==> src/rtl/noc_rr_arbiter.sv <==
// Merges CPU_NB valid/ready request streams into one tagged stream through per-CPU FIFOs.
// Latency: a word accepted into an empty FIFO appears on out_vld one edge later.
// Backpressure: out_rdy low holds the output register; the FIFOs fill, then in_rdy drops per CPU.
module noc_rr_arbiter #(
    parameter int CPU_NB     = 4,
    parameter int FIFO_DEPTH = 4,
    localparam int SRC_W     = (CPU_NB > 1) ? $clog2(CPU_NB) : 1
) (
    input  logic                     clk,
    input  logic                     rst,
    input  logic [CPU_NB-1:0]        in_vld,
    output logic [CPU_NB-1:0]        in_rdy,
    input  logic [CPU_NB-1:0][63:0]  in_data,
    output logic                     out_vld,
    input  logic                     out_rdy,
    output logic [63:0]              out_data,
    output logic [SRC_W-1:0]         out_src,
    output logic [31:0]              xfer_cnt
);

    localparam int PW = $clog2(FIFO_DEPTH);
    localparam logic [PW:0] PTR_ONE = (PW+1)'(1);
    localparam logic [SRC_W-1:0] LAST_INIT = SRC_W'(CPU_NB - 1);

    logic [CPU_NB-1:0]       full;
    logic [CPU_NB-1:0]       empty;
    logic [CPU_NB-1:0]       push;
    logic [CPU_NB-1:0]       pop;
    logic [CPU_NB-1:0][63:0] head;

    logic [SRC_W-1:0] last_grant;
    logic [SRC_W-1:0] gnt_idx;
    logic             any_req;
    logic             load;
    logic             xfer;

    // in_rdy looks only at FIFO state, so a full FIFO stays closed even on a same-cycle pop.
    assign in_rdy = rst ? '0 : ~full;
    assign push   = in_vld & in_rdy;

    for (genvar g = 0; g < CPU_NB; g++) begin : g_fifo
        logic [PW:0] wr_ptr;
        logic [PW:0] rd_ptr;
        logic [63:0] mem [FIFO_DEPTH];

        always_ff @(posedge clk) begin
            if (rst) begin
                wr_ptr <= '0;
                rd_ptr <= '0;
            end else begin
                if (push[g]) begin
                    wr_ptr <= wr_ptr + PTR_ONE;
                end
                if (pop[g]) begin
                    rd_ptr <= rd_ptr + PTR_ONE;
                end
            end
        end

        always_ff @(posedge clk) begin
            if (push[g]) begin
                mem[wr_ptr[PW-1:0]] <= in_data[g];
            end
        end

        assign head[g]  = mem[rd_ptr[PW-1:0]];
        assign empty[g] = (wr_ptr == rd_ptr);
        assign full[g]  = (wr_ptr[PW] != rd_ptr[PW]) &&
                          (wr_ptr[PW-1:0] == rd_ptr[PW-1:0]);
    end

    // First non-empty FIFO after last_grant, wrapping around.
    always_comb begin
        gnt_idx = '0;
        any_req = 1'b0;
        for (int k = 1; k <= CPU_NB; k++) begin
            if (!any_req && !empty[(int'(last_grant) + k) % CPU_NB]) begin
                any_req = 1'b1;
                gnt_idx = SRC_W'((int'(last_grant) + k) % CPU_NB);
            end
        end
    end

    assign load = (!out_vld || out_rdy) && any_req;
    assign xfer = out_vld && out_rdy;

    always_comb begin
        pop = '0;
        if (load) begin
            pop[gnt_idx] = 1'b1;
        end
    end

    always_ff @(posedge clk) begin
        if (rst) begin
            out_vld    <= 1'b0;
            out_data   <= '0;
            out_src    <= '0;
            last_grant <= LAST_INIT;
        end else if (load) begin
            out_vld    <= 1'b1;
            out_data   <= head[gnt_idx];
            out_src    <= gnt_idx;
            last_grant <= gnt_idx;
        end else if (xfer) begin
            out_vld    <= 1'b0;
        end
    end

    always_ff @(posedge clk) begin
        if (rst) begin
            xfer_cnt <= '0;
        end else if (xfer) begin
            xfer_cnt <= xfer_cnt + 32'd1;
        end
    end

endmodule

==> config.mk <==
export PLATFORM = sky130hd
export DESIGN_NAME = noc_rr_arbiter
export DESIGN_NICKNAME = d
export VERILOG_FILES = /design/src/rtl/noc_rr_arbiter.sv
export SDC_FILE = /design/constraint.sdc
export NUM_CORES = 1
export LEC_CHECK = 0
export ABC_CLOCK_PERIOD_IN_PS = 3400
export BUFFER_PORTS_ARGS = -buffer_cell sky130_fd_sc_hd__buf_2
export CAP_MARGIN = 20
export CORE_UTILIZATION = 30
export DETAILED_ROUTE_END_ITERATION = 16
export RECOVER_POWER = 100
export SETUP_SLACK_MARGIN = 0.15
export SLEW_MARGIN = 20
export SYNTH_ARGS = -nofsm -noshare
export SYNTH_HDL_FRONTEND = slang
export SYNTH_SLANG_ARGS = --single-unit
==> constraint.sdc <==
create_clock -name clk -period 3.4 [get_ports clk]
set_input_delay 0.51 -clock clk [delete_from_list [all_inputs] [get_ports clk]]
set_output_delay 0.51 -clock clk [all_outputs]
set_load 0.05 [all_outputs]
==> results_dict.tcl, run 1 <==
set metrics [dict create \
    critical_path.cell_chain "xor2_1 > nor2_1 > a21oi_1 > and3_4 > clkbuf_2" \
    first_global_vias 24600 \
    ys_ff_latch 1157 \
    endpoint_kind "flip-flop" \
    grt_max_degree 77 \
    clock-sinks 1157 \
    ys_types 47 \
    h-tree-depth 3 \
    worst-setup-path-type "reg2reg" \
    drt_pre_antenna_iters 4 \
    finalHoldViolations 0 \
    fmax_mhz 326 \
    rows 141 \
    final-seq-area_um2 33400 \
    final.setup.tns_ns 0 \
    instances_no_fill 4943 \
    power.leakage_nw 17.2 \
    hold_slack_ns 0.0976 \
    synthCells 2218 \
    reg2reg_to "g_fifo[2].mem[2][29]" \
    die_x_um 387 \
    synth_area_per_cell_um2 20.1 \
    fin_skew_ns 0.0606 \
    worst-path-buf-inv 1 \
    final.min_clock_period_ns 3.07 \
    r2r-start "g_fifo[2].wr_ptr[0]" \
    cts-root-buf "clkbuf_16" \
    tightest_slew_ns 1.45 \
    cts_buffers 114 \
    gp_congestion 0.798 \
    gr-total-overflow 0 \
    slew_headroom_pct 3.03 \
    cp.depth 5 \
    setup_viol 0 \
    startpoint "g_fifo[2].wr_ptr[0]" \
    synthToLayoutAreaGrowth_pct 23.0 \
    drt-total-wl_mm 122 \
    cts_resized 0 \
    syn_area_um2 44600 \
    wire_per_inst_um 24.7 \
    max_stage_delay_ns 0.88 \
    nets 3186 \
    cp_data_arrival_time_ns 3.40 \
    clock_path_buffers 3 \
    io_buffers 365 \
    yosys_warnings 0 \
    path_delay_family "buffers and inverters" \
    insertion_delay_ns 0.75 \
    coreArea_um2 148000 \
    irDropWorstVdd_uv 719 \
    syn_nets 2502 \
    finalMaxSlewViolations 0 \
    hp-class "in2reg" \
    dp.cells 4465 \
    ios 366 \
    clk_pin_slew_ns 0.07 \
    cp.required_ns 3.73 \
    rsz0062_at_grt "no" \
    antenna_found_initial 45 \
    fillers 13700 \
    post-route-util_pct 37.1 \
    finalCritPeriodShare_pct 90.4 \
    multi_input_area_um2 10400 \
    async_flop_share_pct 0 \
    worstPathMaxFanout 33 \
    power_density_nw_per_um2 717 \
    synth_edf_count 1024 \
    drive_gt1_share_pct 17.7 \
    tritoncts "done" \
    synth-main-ff-cell "edfxtp_1" \
    start_util_pct 30.2 \
    drc_errors 0 \
    max-cap-violations 0 \
    endpoint "g_fifo[2].mem[2][29]" \
    vias 23700 \
    cpMaxStageDelayCell "clkbuf_2" \
    vias_per_cell 4.80 \
    die_area_um2 150000 \
    reg2reg_depth 5 \
    grt_pass1_wl_mm 175 \
    cp-start-kind "flip-flop" \
    outcome "complete, no violations" \
    grt_util_all_layers_pct 16.1 \
    seq_area_frac_synth_pct 75.0 \
    first_iter_violations 1606 \
    dieHeight_um 387 \
    place_hpwl_mm 85.7 \
    rrSetupSlack_ns 0.33 \
    ant_nets 0 \
]
-- worst reg2reg max path: cells and delay by family (launching register included) --
kind                   cells  cell delay, ns
AO/OA/AOI/OAI              1            0.43
AND/OR/NAND/NOR            2            0.68
XOR/XNOR                   1            0.21
flip-flops                 1            0.44
buffers and inverters      1            0.91
-- flip-flops by register name (all words and copies together) (netlist names), named ones only --
register       cells
out_data          64
g_fifo.rd_ptr     12
out_vld            1
out_src            2
last_grant         2
xfer_cnt          32
g_fifo.wr_ptr     12
g_fifo.mem      1024
-- layout make-up --
class	count	area share (%)
inverters	13	0.0890
multi-input cells	912	18.9
clock buffers	148	5.56
well taps	1930	4.40
repair buffers	704	8.78
clock inverters	65	1.20
diodes	14	0.0639
flip-flops and latches	1157	61.0
-- how the worst min path moves through the flow --
stage               cells past startpoint              endpoint                 from
floorplan                               2             flip-flop  g_fifo[1].rd_ptr[1]
global placement                        2          out_data[17]         out_data[17]
detailed placement                      2           out_data[3]          out_data[3]
CTS                                     1  g_fifo[3].mem[2][17]         in_data[209]
global route                            3           xfer_cnt[1]              out_rdy
finish                                  3           xfer_cnt[1]              out_rdy
-- routing by layer --
| layer | vias to the layer above | wire length [um] | GRT usage (%) |
|---|---|---|---|
| met1 | 12300 | 47700 | 19.3 |
| met4 | 40 | 1730 | 2.73 |
| met2 | 652 | 63200 | 28.3 |
| met5 | - | 245 | 0 |
| li1 | 10600 | - | - |
| met3 | 163 | 8990 | 5.13 |
-- layout by cell type, fill, tap and decap left out, types with 6 or more instances in the layout --
master	instances
buf_2	7
mux4_2	256
xnor2_1	13
nor2_1	63
nand3_1	14
nand2_1	85
or3_1	68
mux2i_1	64
clkbuf_1	407
buf_12	29
a21oi_1	79
dlygate4sd3_1	251
buf_4	28
ha_1	21
nand4_1	12
clkbuf_2	7
dfxtp_1	125
xor2_1	39
nor3_1	8
and3_1	12
clkinv_16	6
clkinv_2	14
mux2_2	6
clkbuf_8	7
clkbuf_16	114
diode_2	14
dfxtp_4	7
clkinv_1	27
a221oi_1	52
edfxtp_1	1024
a221oi_2	9
inv_1	13
o311ai_1	9
o311ai_0	52
bufinv_16	7
o21ai_0	6
-- cells by family (layout without fill, tap and decap cells) --
kind of cell / after synthesis / count (layout) / synth area share [%]
DFF: 1157 / 1157 / 75.0
muxes: 326 / 326 / 14.5
and+or+nand+nor: 287 / 287 / 3.20
AOI/OAI and AO/OA: 226 / 226 / 3.97
buffers and inverters: 149 / 930 / 1.74
xor gates and xnor gates: 52 / 52 / 1.02
adders and majority gates: 21 / 21 / 0.589
other: 0 / 14 / 0
-- Yosys cell counts (5+ instances only) --
library cell / count / share of area (%)
inv_1: 13 / 0.11
nand3_1: 14 / 0.16
o311ai_1: 13 / 0.26
a221oi_1: 44 / 0.86
o21ai_0: 6 / 0.067
mux4_2: 256 / 13
and3_1: 19 / 0.27
a21oi_1: 80 / 0.90
buf_1: 9 / 0.076
mux2_2: 6 / 0.15
dfxtp_1: 133 / 6.0
buf_4: 10 / 0.17
nand2_1: 86 / 0.72
buf_2: 19 / 0.21
mux2i_1: 64 / 1.4
xor2_1: 39 / 0.77
buf_6: 5 / 0.13
edfxtp_1: 1024 / 69
and2_1: 8 / 0.11
or3_1: 68 / 0.95
nor3_1: 7 / 0.079
nor2_1: 63 / 0.53
ha_1: 21 / 0.59
a221oi_2: 17 / 0.57
buf_12: 6 / 0.27
o311ai_0: 48 / 0.94
xnor2_1: 13 / 0.26
clkbuf_2: 15 / 0.17
nand4_1: 12 / 0.17
clkbuf_1: 72 / 0.61
-- metrics by stage --
step	power [W]	cell area, um2	setup WS [ns]
6_report	0.0393	54800	0.328
5_1_grt	0.0410	54800	0.152
4_1_cts	0.0401	55600	0.533
3_5_place_dp	0.0274	49300	0.575
3_3_place_gp	0.0272	49300	0.568
2_1_floorplan	0.0242	44600	0.352
-- power breakdown --
part	leakage (nW)	internal (W)	switching, W
sequential	10.4	0.0162	0.000618
combinational	5.00	0.00381	0.00628
clock	1.79	0.00691	0.00550
total	17.2	0.0269	0.0124
-- what timing repair did --
action,4_1_cts,5_1_grt
hold endpoints to repair,996,0
buffers inserted,0,0
hold buffers,251,0
endpoints found under the setup margin,0,0
(Power assumes the default switching activity.)
==> run 2, diff against run 1 <==
--- a/config.mk
+++ b/config.mk
@@ -5,9 +5,10 @@
 export SDC_FILE = /design/constraint.sdc
 export NUM_CORES = 1
 export LEC_CHECK = 0
-export ABC_CLOCK_PERIOD_IN_PS = 3400
+export ABC_CLOCK_PERIOD_IN_PS = 3500
 export BUFFER_PORTS_ARGS = -buffer_cell sky130_fd_sc_hd__buf_2
 export CAP_MARGIN = 20
+export CORE_MARGIN = 3
 export CORE_UTILIZATION = 30
 export DETAILED_ROUTE_END_ITERATION = 16
 export RECOVER_POWER = 100
==> constraint.sdc (replaced) <==
create_clock -name clk -period 3.5 [get_ports clk]
set_input_delay 0.525 -clock clk [delete_from_list [all_inputs] [get_ports clk]]
set_output_delay 0.525 -clock clk [all_outputs]
set_load 0.05 [all_outputs]
==> results_dict.tcl, run 2 (synthesized netlist as in run 1, its figures left out) <==
set metrics [dict create \
    finalCritPeriodShare_pct 90.9 \
    met3_usage_pct 5.51 \
    rrSetupSlack_ns 0.32 \
    fmax_mhz 314 \
    dieHeight_um 391 \
    gr-total-overflow 0 \
    largest_reg_flops 1024 \
    antenna_found_initial 47 \
    finalMaxSlewViolations 156 \
    top_usage_layer "met2" \
    first_global_vias 24300 \
    h-tree-depth 3 \
    first_iter_violations 1811 \
    slew_headroom_pct -12.4 \
    cp.required_ns 3.83 \
    cp-start-kind "flip-flop" \
    vias 23700 \
    place_hpwl_mm 85.2 \
    synthToLayoutAreaGrowth_pct 21.8 \
    cts_buffers 113 \
    irDropWorstVdd_uv 487 \
    worstPathMaxFanout 29 \
    post-route-util_pct 37.0 \
    final.setup.tns_ns 0 \
    worst-setup-path-type "reg2reg" \
    start_util_pct 30.4 \
    final.min_clock_period_ns 3.18 \
    power_density_nw_per_um2 706 \
    drive_gt1_share_pct 18.0 \
    wire_per_inst_um 25.0 \
    max_stage_delay_ns 0.88 \
    grtUsageMet1_pct 18.8 \
    fin_skew_ns 0.0205 \
    tritoncts "done" \
    io_buffers 365 \
    gr-usage-met2_pct 27.0 \
    cts_resized 0 \
    grt_max_degree 78 \
    ios 366 \
    drc_errors 0 \
    max-cap-violations 5 \
    most-common-layout-cells "edfxtp_1, clkbuf_1, mux4_2" \
    setup_viol 0 \
    drt_pre_antenna_iters 8 \
    rows 140 \
    cts-root-buf "clkbuf_16" \
    violations "capacitance limit, slew limit" \
    rsz0062_at_grt "no" \
    fillers 13600 \
    grt_pass1_wl_mm 174 \
    insertion_delay_ns 0.71 \
    tightest_slew_ns 1.69 \
    outcome "complete, but fails checks" \
    die_x_um 391 \
    drt-total-wl_mm 122 \
    power.leakage_nw 17.0 \
    post_cts_buffers 0 \
    cp_data_arrival_time_ns 3.52 \
    gp_congestion 0.796 \
    critical_path.cell_chain "xor2_1 > nor2_1 > a21oi_1 > and3_2 > clkbuf_2" \
    final-seq-area_um2 33400 \
    endpoint_kind "flip-flop" \
    finalHoldViolations 0 \
    ant_nets 0 \
    die_area_um2 153000 \
    nets 3144 \
    hold_buffers 215 \
    multi_input_area_um2 10400 \
    clock-sinks 1157 \
    grt_util_all_layers_pct 15.7 \
    coreArea_um2 147000 \
    final_common_cell "edfxtp_1" \
    hp-class "in2reg" \
    vias_per_cell 4.84 \
    clock_path_buffers 3 \
    clk_pin_slew_ns 0.06 \
    cpMaxStageDelayCell "and3_2" \
]
run 2: area by class of cell:
cell class	count	area share, %
diodes	22	0.101
clock buffers	135	5.43
clock inverters	75	1.34
inverters	13	0.0899
multi-input cells	912	19.2
flip-flops and latches	1157	61.6
well taps	1917	4.42
repair buffers	663	7.89
run 2: final timing paths:
path	to	cells past startpoint	startpoint
worst max-delay path	g_fifo[2].mem[0][47]	5	g_fifo[2].wr_ptr[0]
worst min-delay path	g_fifo[3].mem[2][22]	1	in_data[214]
worst max register to register	g_fifo[2].mem[0][47]	5	g_fifo[2].wr_ptr[0]
worst min register to register	out_data[17]	2	out_data[17]
run 2: power breakdown:
part	leakage [nW]	total [W]	internal (W)	switching (W)
Combinational	4.79	0.00991	0.00371	0.00620
Clock	1.77	0.0121	0.00691	0.00523
Sequential	10.4	0.0163	0.0157	0.000580
Total	17.0	0.0384	0.0263	0.0120
run 2: layer usage:
metal | vias up | wire length, um | part of all wire, %
li1 | 10500 | - | -
met1 | 12200 | 46100 | 38
met5 | - | 125 | 0.10
met4 | 20 | 2980 | 2.4
met3 | 191 | 11200 | 9.2
met2 | 716 | 61700 | 51
run 2: per-stage QoR:
stage / power (W) / worst slack, ns / instances / instance area (um2) / hold WS (ns)
2_1_floorplan: 0.0235 / 0.452 / 2218 / 44600 / 0.479
3_3_place_gp: 0.0264 / 0.543 / 4447 / 49200 / 0.443
4_1_cts: 0.0390 / 0.451 / 4872 / 55100 / 0.000348
6_report: 0.0384 / 0.319 / 4894 / 54300 / 0.0994
3_5_place_dp: 0.0266 / 0.463 / 4447 / 49200 / 0.452
5_1_grt: 0.0400 / 0.169 / 4878 / 54300 / 0.0747
run 2: worst max-delay path: cells and delay by family (launching register included):
kind	cells	cell delay (ns)
AOI/OAI and AO/OA	1	0.47
buffers and inverters	1	0.63
xor gates and xnor gates	1	0.24
and+or+nand+nor	2	0.98
DFF	1	0.44
